### src/rtl/spi_master_ctrl.sv
// Single-word SPI master: programmable CS setup/hold, SCLK divider, CPOL/CPHA and bit order.
// Chained words to the same slave keep CS low; a slave change inserts hold, gap and new setup.
//   state | meaning
//   IDLE  | CS released, waiting for a command
//   SETUP | CS low, first bit on mosi, setup delay running
//   SHIFT | 2*DATA_WIDTH SCLK edges
//   HOLD  | CS still low after the last edge, hold delay running
//   GAP   | one cycle with every CS high
//   CHAIN | CS kept low, waiting for the next word
module spi_master_ctrl #(
   parameter int DATA_WIDTH = 8,
   parameter int NUM_SLAVES = 4,
   parameter int DIV_WIDTH  = 8,
   parameter int DLY_WIDTH  = 4,
   localparam int SS_W = (NUM_SLAVES > 1) ? $clog2(NUM_SLAVES) : 1
) (
   input  logic                  clk,
   input  logic                  rst,
   input  logic                  cfg_cpol,
   input  logic                  cfg_cpha,
   input  logic                  cfg_lsb_first,
   input  logic [DIV_WIDTH-1:0]  cfg_baud_div,
   input  logic [DLY_WIDTH-1:0]  cfg_cs_setup,
   input  logic [DLY_WIDTH-1:0]  cfg_cs_hold,
   input  logic                  cmd_valid,
   output logic                  cmd_ready,
   input  logic [DATA_WIDTH-1:0] cmd_data,
   input  logic [SS_W-1:0]       cmd_ss,
   input  logic                  cmd_last,
   output logic                  rsp_valid,
   input  logic                  rsp_ready,
   output logic [DATA_WIDTH-1:0] rsp_data,
   output logic                  sclk,
   output logic                  mosi,
   input  logic                  miso,
   output logic [NUM_SLAVES-1:0] cs_n,
   output logic                  busy
);

   typedef enum logic [2:0] {IDLE, SETUP, SHIFT, HOLD, GAP, CHAIN} state_t;

   localparam int EC_W = $clog2(2 * DATA_WIDTH + 1);
   localparam logic [EC_W-1:0] EDGES = EC_W'(2 * DATA_WIDTH);

   state_t                state;
   logic                  rdy_en, cpol_r, cpha_r, lsb_r, last_r, pend;
   logic [DIV_WIDTH-1:0]  div_r, div_cnt;
   logic [DLY_WIDTH-1:0]  setup_r, hold_r, dly_cnt;
   logic [SS_W-1:0]       ss_r;
   logic [DATA_WIDTH-1:0] tx_sr, rx_sr, tx_shift, rx_next;
   logic [EC_W-1:0]       edge_cnt;
   logic                  accept, edge_now, odd_edge, final_edge, sample_now;

   function automatic logic first_bit(input logic [DATA_WIDTH-1:0] w, input logic lsb);
      return lsb ? w[0] : w[DATA_WIDTH-1];
   endfunction

   // Out-of-range slave index decodes to all CS high.
   function automatic logic [NUM_SLAVES-1:0] cs_decode(input logic [SS_W-1:0] s);
      logic [NUM_SLAVES-1:0] r;
      r = '1;
      for (int i = 0; i < NUM_SLAVES; i++)
         if (s == SS_W'(i)) r[i] = 1'b0;
      return r;
   endfunction

   function automatic logic [DLY_WIDTH-1:0] dly_load(input logic [DLY_WIDTH-1:0] d);
      return (d == '0) ? '0 : d - DLY_WIDTH'(1);
   endfunction

   assign cmd_ready  = rdy_en && (state == IDLE || state == CHAIN) && (!rsp_valid || rsp_ready);
   assign accept     = cmd_valid && cmd_ready;
   assign busy       = (state != IDLE);
   assign edge_now   = (state == SHIFT) && (div_cnt == '0);
   assign odd_edge   = ~edge_cnt[0];
   assign final_edge = (edge_cnt == EC_W'(1));
   assign sample_now = edge_now && (odd_edge ^ cpha_r);
   assign tx_shift   = lsb_r ? (tx_sr >> 1) : (tx_sr << 1);
   assign rx_next    = !sample_now ? rx_sr :
                       lsb_r ? {miso, rx_sr[DATA_WIDTH-1:1]} : {rx_sr[DATA_WIDTH-2:0], miso};

   always_ff @(posedge clk or posedge rst) begin
      if (rst) begin
         state     <= IDLE;
         rdy_en    <= 1'b0;
         cpol_r    <= 1'b0;
         cpha_r    <= 1'b0;
         lsb_r     <= 1'b0;
         last_r    <= 1'b0;
         pend      <= 1'b0;
         div_r     <= '0;
         div_cnt   <= '0;
         setup_r   <= '0;
         hold_r    <= '0;
         dly_cnt   <= '0;
         ss_r      <= '0;
         tx_sr     <= '0;
         rx_sr     <= '0;
         edge_cnt  <= '0;
         sclk      <= 1'b0;
         mosi      <= 1'b0;
         cs_n      <= '1;
         rsp_valid <= 1'b0;
         rsp_data  <= '0;
      end else begin
         rdy_en <= 1'b1;
         if (rsp_valid && rsp_ready) rsp_valid <= 1'b0;
         if (accept) begin
            cpol_r  <= cfg_cpol;
            cpha_r  <= cfg_cpha;
            lsb_r   <= cfg_lsb_first;
            div_r   <= cfg_baud_div;
            setup_r <= cfg_cs_setup;
            hold_r  <= cfg_cs_hold;
            tx_sr   <= cmd_data;
            ss_r    <= cmd_ss;
            last_r  <= cmd_last;
         end
         case (state)
            IDLE: begin
               sclk <= cfg_cpol;
               if (accept) begin
                  cs_n    <= cs_decode(cmd_ss);
                  mosi    <= first_bit(cmd_data, cfg_lsb_first);
                  dly_cnt <= dly_load(cfg_cs_setup);
                  state   <= SETUP;
               end
            end
            SETUP: begin
               if (dly_cnt == '0) begin
                  div_cnt  <= div_r;
                  edge_cnt <= EDGES;
                  state    <= SHIFT;
               end else begin
                  dly_cnt <= dly_cnt - DLY_WIDTH'(1);
               end
            end
            SHIFT: begin
               if (div_cnt == '0) begin
                  div_cnt  <= div_r;
                  edge_cnt <= edge_cnt - EC_W'(1);
                  sclk     <= ~sclk;
                  rx_sr    <= rx_next;
                  if (odd_edge) begin
                     if (cpha_r) mosi <= first_bit(tx_sr, lsb_r);
                  end else begin
                     tx_sr <= tx_shift;
                     if (!cpha_r && !final_edge) mosi <= first_bit(tx_shift, lsb_r);
                  end
                  if (final_edge) begin
                     rsp_data  <= rx_next;
                     rsp_valid <= 1'b1;
                     if (last_r) begin
                        dly_cnt <= dly_load(hold_r);
                        state   <= HOLD;
                     end else begin
                        state <= CHAIN;
                     end
                  end
               end else begin
                  div_cnt <= div_cnt - DIV_WIDTH'(1);
               end
            end
            HOLD: begin
               if (dly_cnt == '0) begin
                  cs_n  <= '1;
                  state <= GAP;
               end else begin
                  dly_cnt <= dly_cnt - DLY_WIDTH'(1);
               end
            end
            GAP: begin
               // A slave switch from CHAIN parks its command here until CS has been high a cycle.
               if (pend) begin
                  pend    <= 1'b0;
                  cs_n    <= cs_decode(ss_r);
                  mosi    <= first_bit(tx_sr, lsb_r);
                  sclk    <= cpol_r;
                  dly_cnt <= dly_load(setup_r);
                  state   <= SETUP;
               end else begin
                  state <= IDLE;
               end
            end
            CHAIN: begin
               sclk <= cfg_cpol;
               if (accept) begin
                  if (cmd_ss == ss_r) begin
                     mosi     <= first_bit(cmd_data, cfg_lsb_first);
                     div_cnt  <= cfg_baud_div;
                     edge_cnt <= EDGES;
                     state    <= SHIFT;
                  end else begin
                     pend    <= 1'b1;
                     dly_cnt <= dly_load(hold_r);
                     state   <= HOLD;
                  end
               end
            end
            default: state <= IDLE;
         endcase
      end
   end

endmodule

### config.mk
export PLATFORM = sky130hd
export DESIGN_NAME = spi_master_ctrl
export DESIGN_NICKNAME = d
export VERILOG_FILES = /design/src/rtl/spi_master_ctrl.sv
export SDC_FILE = /design/constraint.sdc
export NUM_CORES = 1
export LEC_CHECK = 0
export BUFFER_PORTS_ARGS = -buffer_cell sky130_fd_sc_hd__buf_2
export CORE_MARGIN = 5
export CORE_UTILIZATION = 40
export CTS_CLUSTER_DIAMETER = 50
export DETAILED_ROUTE_END_ITERATION = 8
export PLACE_DENSITY = 0.58
export REMOVE_ABC_BUFFERS = 1
export SKIP_LAST_GASP = 1
export SYNTH_ARGS = -nofsm -noshare
export SYNTH_HDL_FRONTEND = slang
export SYNTH_SLANG_ARGS = --single-unit
### constraint.sdc
create_clock -name clk -period 2.4 [get_ports clk]
set_input_delay 0.36 -clock clk [delete_from_list [all_inputs] [get_ports clk]]
set_output_delay 0.36 -clock clk [all_outputs]
set_load 0.01 [all_outputs]
After elaboration in Yosys (flattened, before gate mapping) --
Index checks and enable logic that the tools add are counted.
Storage, ports and cells: flip-flop bits (word level) 75, output and inout port bits 17, logic and storage cells 168
Operators by class: $add $sub $neg 6, equality and inequality tests 26, multiplexer cells 73, bitwise operators 3, reductions and logical operators 39
Operators by type and width (count):
- two-way mux 8 bit | 11
- two-way mux 4 bit | 14
- two-way mux 1 bit | 29
- one-hot mux 8 bit (3 select lines) | 1
- two-way mux 3 bit | 7
- two-way mux 5 bit | 4
- one-hot mux 4 bit (5 select lines) | 1
- != test 2 bit (second input constant) | 9
- one-hot mux 3 bit (6 select lines) | 1
- logical NOT 4 bit | 4
- subtractor 4 x 1 -> 4 bit (second input constant) | 4
- one-hot mux 5 bit (3 select lines) | 1
- one-hot mux 4 bit (3 select lines) | 1
- nonzero test 3 bit | 4
- AND reduction 3 bit | 3
- AND reduction 9 bit | 1
- equality test 2 bit (second input constant) | 4
- logical NOT 8 bit | 1
- AND reduction 4 bit | 2
- AND reduction 8 bit | 1
- subtractor 8 x 1 -> 8 bit (second input constant) | 1
- logical AND 1 bit | 7
- equality test 3 x 2 -> 1 bit (second input constant) | 2
- equality test 3 bit (second input constant) | 2
- other kinds (24) | 32

Depth between registers and ports, before layout --
word-level depth 9, depth in mapped cells 8, depth with buffers taken out 7

Worst setup path before layout --
OpenSTA, ideal clock, no wires.
path kind reg-to-reg, start point register div_cnt[0], end point register dly_cnt[0], library setup time 0.127 ns, arrival 1.936 ns, data required time 2.273 ns, setup slack 0.337 ns, cell stages (with the launch flop) 8, cells stage by stage dfrtp_1 -> inv_1 -> ha_1 -> nor3b_2 -> a31oi_1 -> a21oi_2 -> nor4b_4 -> mux2_1
On the way: word-level cells in the longest chain between the ends 3
RTL lines:
- start: declaration | line 47 | logic [DIV_WIDTH-1:0] div_r, div_cnt;
- start signal: assignment | line 131 | div_cnt <= div_r;
- start signal: assignment | line 140 | div_cnt <= div_r;
- start signal: assignment | line 161 | div_cnt <= div_cnt - DIV_WIDTH'(1);
- logical NOT 8 bit | line 139 | if (div_cnt == '0) begin
- != test 2 x 1 -> 1 bit (no line)
- AND reduction 9 bit (no line)
- end signal: assignment | line 135 | dly_cnt <= dly_cnt - DLY_WIDTH'(1);
- end signal: assignment | line 154 | dly_cnt <= dly_load(hold_r);
- end signal: assignment | line 169 | dly_cnt <= dly_cnt - DLY_WIDTH'(1);
- end: declaration | line 48 | logic [DLY_WIDTH-1:0] setup_r, hold_r, dly_cnt;
No other way between the ends. A chain may end at the register's enable or synchronous reset.

Worst setup path in the final report --
start point register state[0], end point output cmd_ready
On the way: word-level cells in the longest chain between the ends 4, elaborated cells on any way between the ends 5
RTL lines:
- start: declaration | line 45 | state_t state;
- start signal: assignment | line 84 | state <= IDLE;
- start signal: assignment | line 126 | state <= SETUP;
- start signal: assignment | line 133 | state <= SHIFT;
- equality test 3 bit or logical NOT 3 bit (tied branches) | line 71 | assign cmd_ready = rdy_en && (state == IDLE || state == CHAIN) && (!rsp_valid || rsp_ready);
- logical OR 1 bit (*) | line 71
- logical AND 1 bit (*) (2 in series) | line 71
- end: declaration | line 26 | output logic cmd_ready,
Mark *: on every way between the ends. The rest lies on a longest branch, timed or not.

==> impl_metrics.py <==
metrics = {
    "status": {
        "outcome": "completed",
    },
    "layout": {
        "fillerInstances": 1066,
        "n_antenna_cell": 0,
        "nNetsFinal": 547,
        "drive_above_1_share_pct": 26.28,
        "stdcell_area_um2": 5060,
        "layout_common_cells": "71 x dfrtp_1, 51 x buf_2, 40 x nor2_1, 40 x a21oi_1, 39 x o21ai_0",
        "final_util_pct": 47.30,
        "instances_no_fill": 646,
        "mostFrequentLayoutCell": "dfrtp_1",
        "area_growth_pct": 16.98,
    },
    "critical_path": {
        "slowest_stage": "dfrtp_1",
        "crit_fanout": 7,
        "path_buf_inv": 2,
        "path_cells": "buf_4, xor2_1, nor2_1, and3_1, buf_2",
        "startpoint_type": "flip-flop",
        "criticalPathCategory": "flip-flop to output port",
        "critPathArrivalTime_ns": 1.87,
        "cp_top_family": "simple AND/OR/NAND/NOR gates",
        "critPathMaxStageDelay_ns": 0.46,
        "crit_required_ns": 2.04,
        "crit_path_end_kind": "output port",
    },
    "placed_design": {
        "dp_cells": 630,
        "place.gp.congestion": 0.8166,
        "dp_hpwl_um": 7222,
        "dp_slack_ns": 0.2397,
        "io_buffers": 51,
        "place_area_um2": 4812,
    },
    "synthesis": {
        "synthDistinctLibCells": 63,
        "ys_seq_elements": 75,
        "ys.flop_type": "dfrtp_1",
        "postSynthCellCount": 442,
        "yosysSeqAreaShare_pct": 43.51,
        "synthArstFlopShare_pct": 100.0,
        "synth_edf_count": 0,
        "ys_warn_count": 0,
        "syn_avg_cell_area_um2": 9.786,
        "netlist_area_um2": 4325,
    },
    "floorplanning": {
        "start_util_pct": 40.43,
        "die_h_um": 114.0,
        "rows": 38,
        "dieArea_um2": 12990,
        "pin_count": 52,
        "coreArea_um2": 10700,
        "die_w_um": 114.0,
    },
    "detailed_routing": {
        "vias": 3449,
        "drc": 0,
        "wirelength_um": 10230,
        "via_per_inst": 5.339,
        "first_pass_iters": 4,
        "wl_per_cell_um": 15.83,
        "ant_nets": 0,
        "first_iter_violations": 210,
    },
    "clock_network": {
        "postCtsResizedCells": 0,
        "cts_buffers": 9,
        "clock_latency_ns": 0.36,
        "clockBufferDepth": 2,
        "cts_sinks": 75,
        "cts_root_buf": "clkbuf_8",
        "clkTransAtPathRegs_ns": 0.09,
        "cts_hold_buffers": 0,
        "htreeDepth": 3,
        "cts_setup_buffers": 0,
        "cts_tree": "done",
    },
    "timing": {
        "finalHoldViolCount": 0,
        "fin_crit_sh_pct": 92.92,
        "tns_ns": 0,
        "fin_ws_ns": 0.1700,
        "maxSlewViolCount": 0,
        "holdWs_ns": 0.07215,
        "worst_pin_slew_ns": 0.7553,
        "fmax_ghz": 0.4484,
        "fin_skew_ns": 0.01193,
        "finalCriticalPeriod_ns": 2.230,
        "maxSlewHeadroom_pct": 49.65,
        "setup_violations": 0,
        "rsz0062_at_grt": "false",
    },
    "global_routing": {
        "grt_usage_pct": 16.32,
        "grt_max_degree": 76,
        "grt_pass1_vias": 3494,
        "grt_overflow": 0,
        "grt_pass1_wl_um": 17220,
        "antenna_found_initial": 0,
    },
    "pwr": {
        "power_mw": 7.239,
        "power_density_nw_per_um2": 1431,
        "ir_worst_vdd_mv": 0.5345,
        "leakage_nw": 2.270,
    },
    "hold_path": {
        "hold_class": "primary input to async pin",
    },
    "run": {
        "drv_cap": 0,
    },
}
-- worst min-delay path, cell delays in order --
cell and delay (ns):
buf_2 0.10, inv_2 0.06, buf_12 0.34
-- state kept, by name, indices dropped and copies added, names as in the netlist, 2 cells and up --
name,cells
cs_n,4
div_cnt,8
div_r,8
dly_cnt,4
edge_cnt,5
hold_r,4
rsp_data,8
rx_sr,8
setup_r,4
ss_r,2
state,3
tx_sr,8
-- metal layers --
| metal | track usage (%) | vias to the layer above | wire (um) |
|---|---|---|---|
| li1 | - | 1720 | - |
| met1 | 22.48 | 1665 | 4844 |
| met5 | 0 | - | 0 |
| met4 | 3.563 | 0 | 84 |
| met2 | 26.15 | 58 | 4888 |
| met3 | 3.979 | 6 | 408 |
-- cells by family after synthesis --
group / share of synthesized area, %
compound gates: 18.05
xor+xnor: 1.822
fa+ha+maj: 3.182
buf+inv: 4.050
flops: 43.51
mux: 12.90
other cells: 0.08670
simple gates: 16.40
-- where the power goes --
group / total, mW / internal, mW / switching [mW]
logic: 3.61 / 1.70 / 1.91
clock network: 1.22 / 0.700 / 0.524
registers: 2.40 / 1.85 / 0.548
-- final cells by class --
cell class	count	area, um^2	area share, %
clock buffers	9	123.9	2.448
clock inverters	7	123.9	2.448
flip-flops and latches	75	1882	37.19
inverters	17	63.81	1.261
repair buffers	70	422.9	8.358
well taps	140	175.2	3.462
multi-input cells	328	2268	44.83
-- path summary, 6_finish.rpt --
| check | from | to | slack (ns) | cells past startpoint |
|---|---|---|---|---|
| setup / recovery | state[0] | cmd_ready | 0.17 | 5 |
| hold / removal | rst | rsp_data[5] | 0.07 | 3 |
| setup reg to reg | div_cnt[0] | mosi | 0.24 | 7 |
| hold reg to reg | rsp_data[5] | rsp_data[5] | 0.48 | 2 |
| max in group asynchronous | rst | cs_n[2] | 1.98 | 3 |
| min in group clk | cfg_cs_hold[2] | hold_r[2] | 0.23 | 2 |
-- cell usage after synthesis, drive strengths merged (3+ instances only) --
| cell | instances | area (um^2) |
|---|---|---|
| and3 | 3 | 18.77 |
| clkbuf | 8 | 30.03 |
| buf | 14 | 81.32 |
| o22ai | 7 | 43.79 |
| o21ai | 40 | 200.2 |
| nor2 | 40 | 150.1 |
| inv | 17 | 63.81 |
| a21o | 4 | 32.53 |
| dfstp | 4 | 105.1 |
| nor4b | 3 | 47.54 |
| o221ai | 3 | 26.28 |
| nand2 | 28 | 105.1 |
| nand3 | 9 | 50.05 |
| a211oi | 7 | 52.55 |
| xnor2 | 5 | 43.79 |
| o22a | 3 | 26.28 |
| nor4 | 3 | 33.78 |
| dfrtp | 71 | 1777 |
| mux2i | 22 | 220.2 |
| nand2b | 6 | 37.54 |
| a22oi | 3 | 22.52 |
| a21oi | 42 | 225.2 |
| xor2 | 4 | 35.03 |
| and2 | 7 | 43.79 |
| nor3b | 4 | 40.03 |
| nor3 | 12 | 71.32 |
| mux2 | 28 | 315.3 |
| ha | 11 | 137.6 |
| a221oi | 3 | 26.28 |
| nor2b | 4 | 25.02 |
No activity file was read; power rests on OpenSTA's default activity.
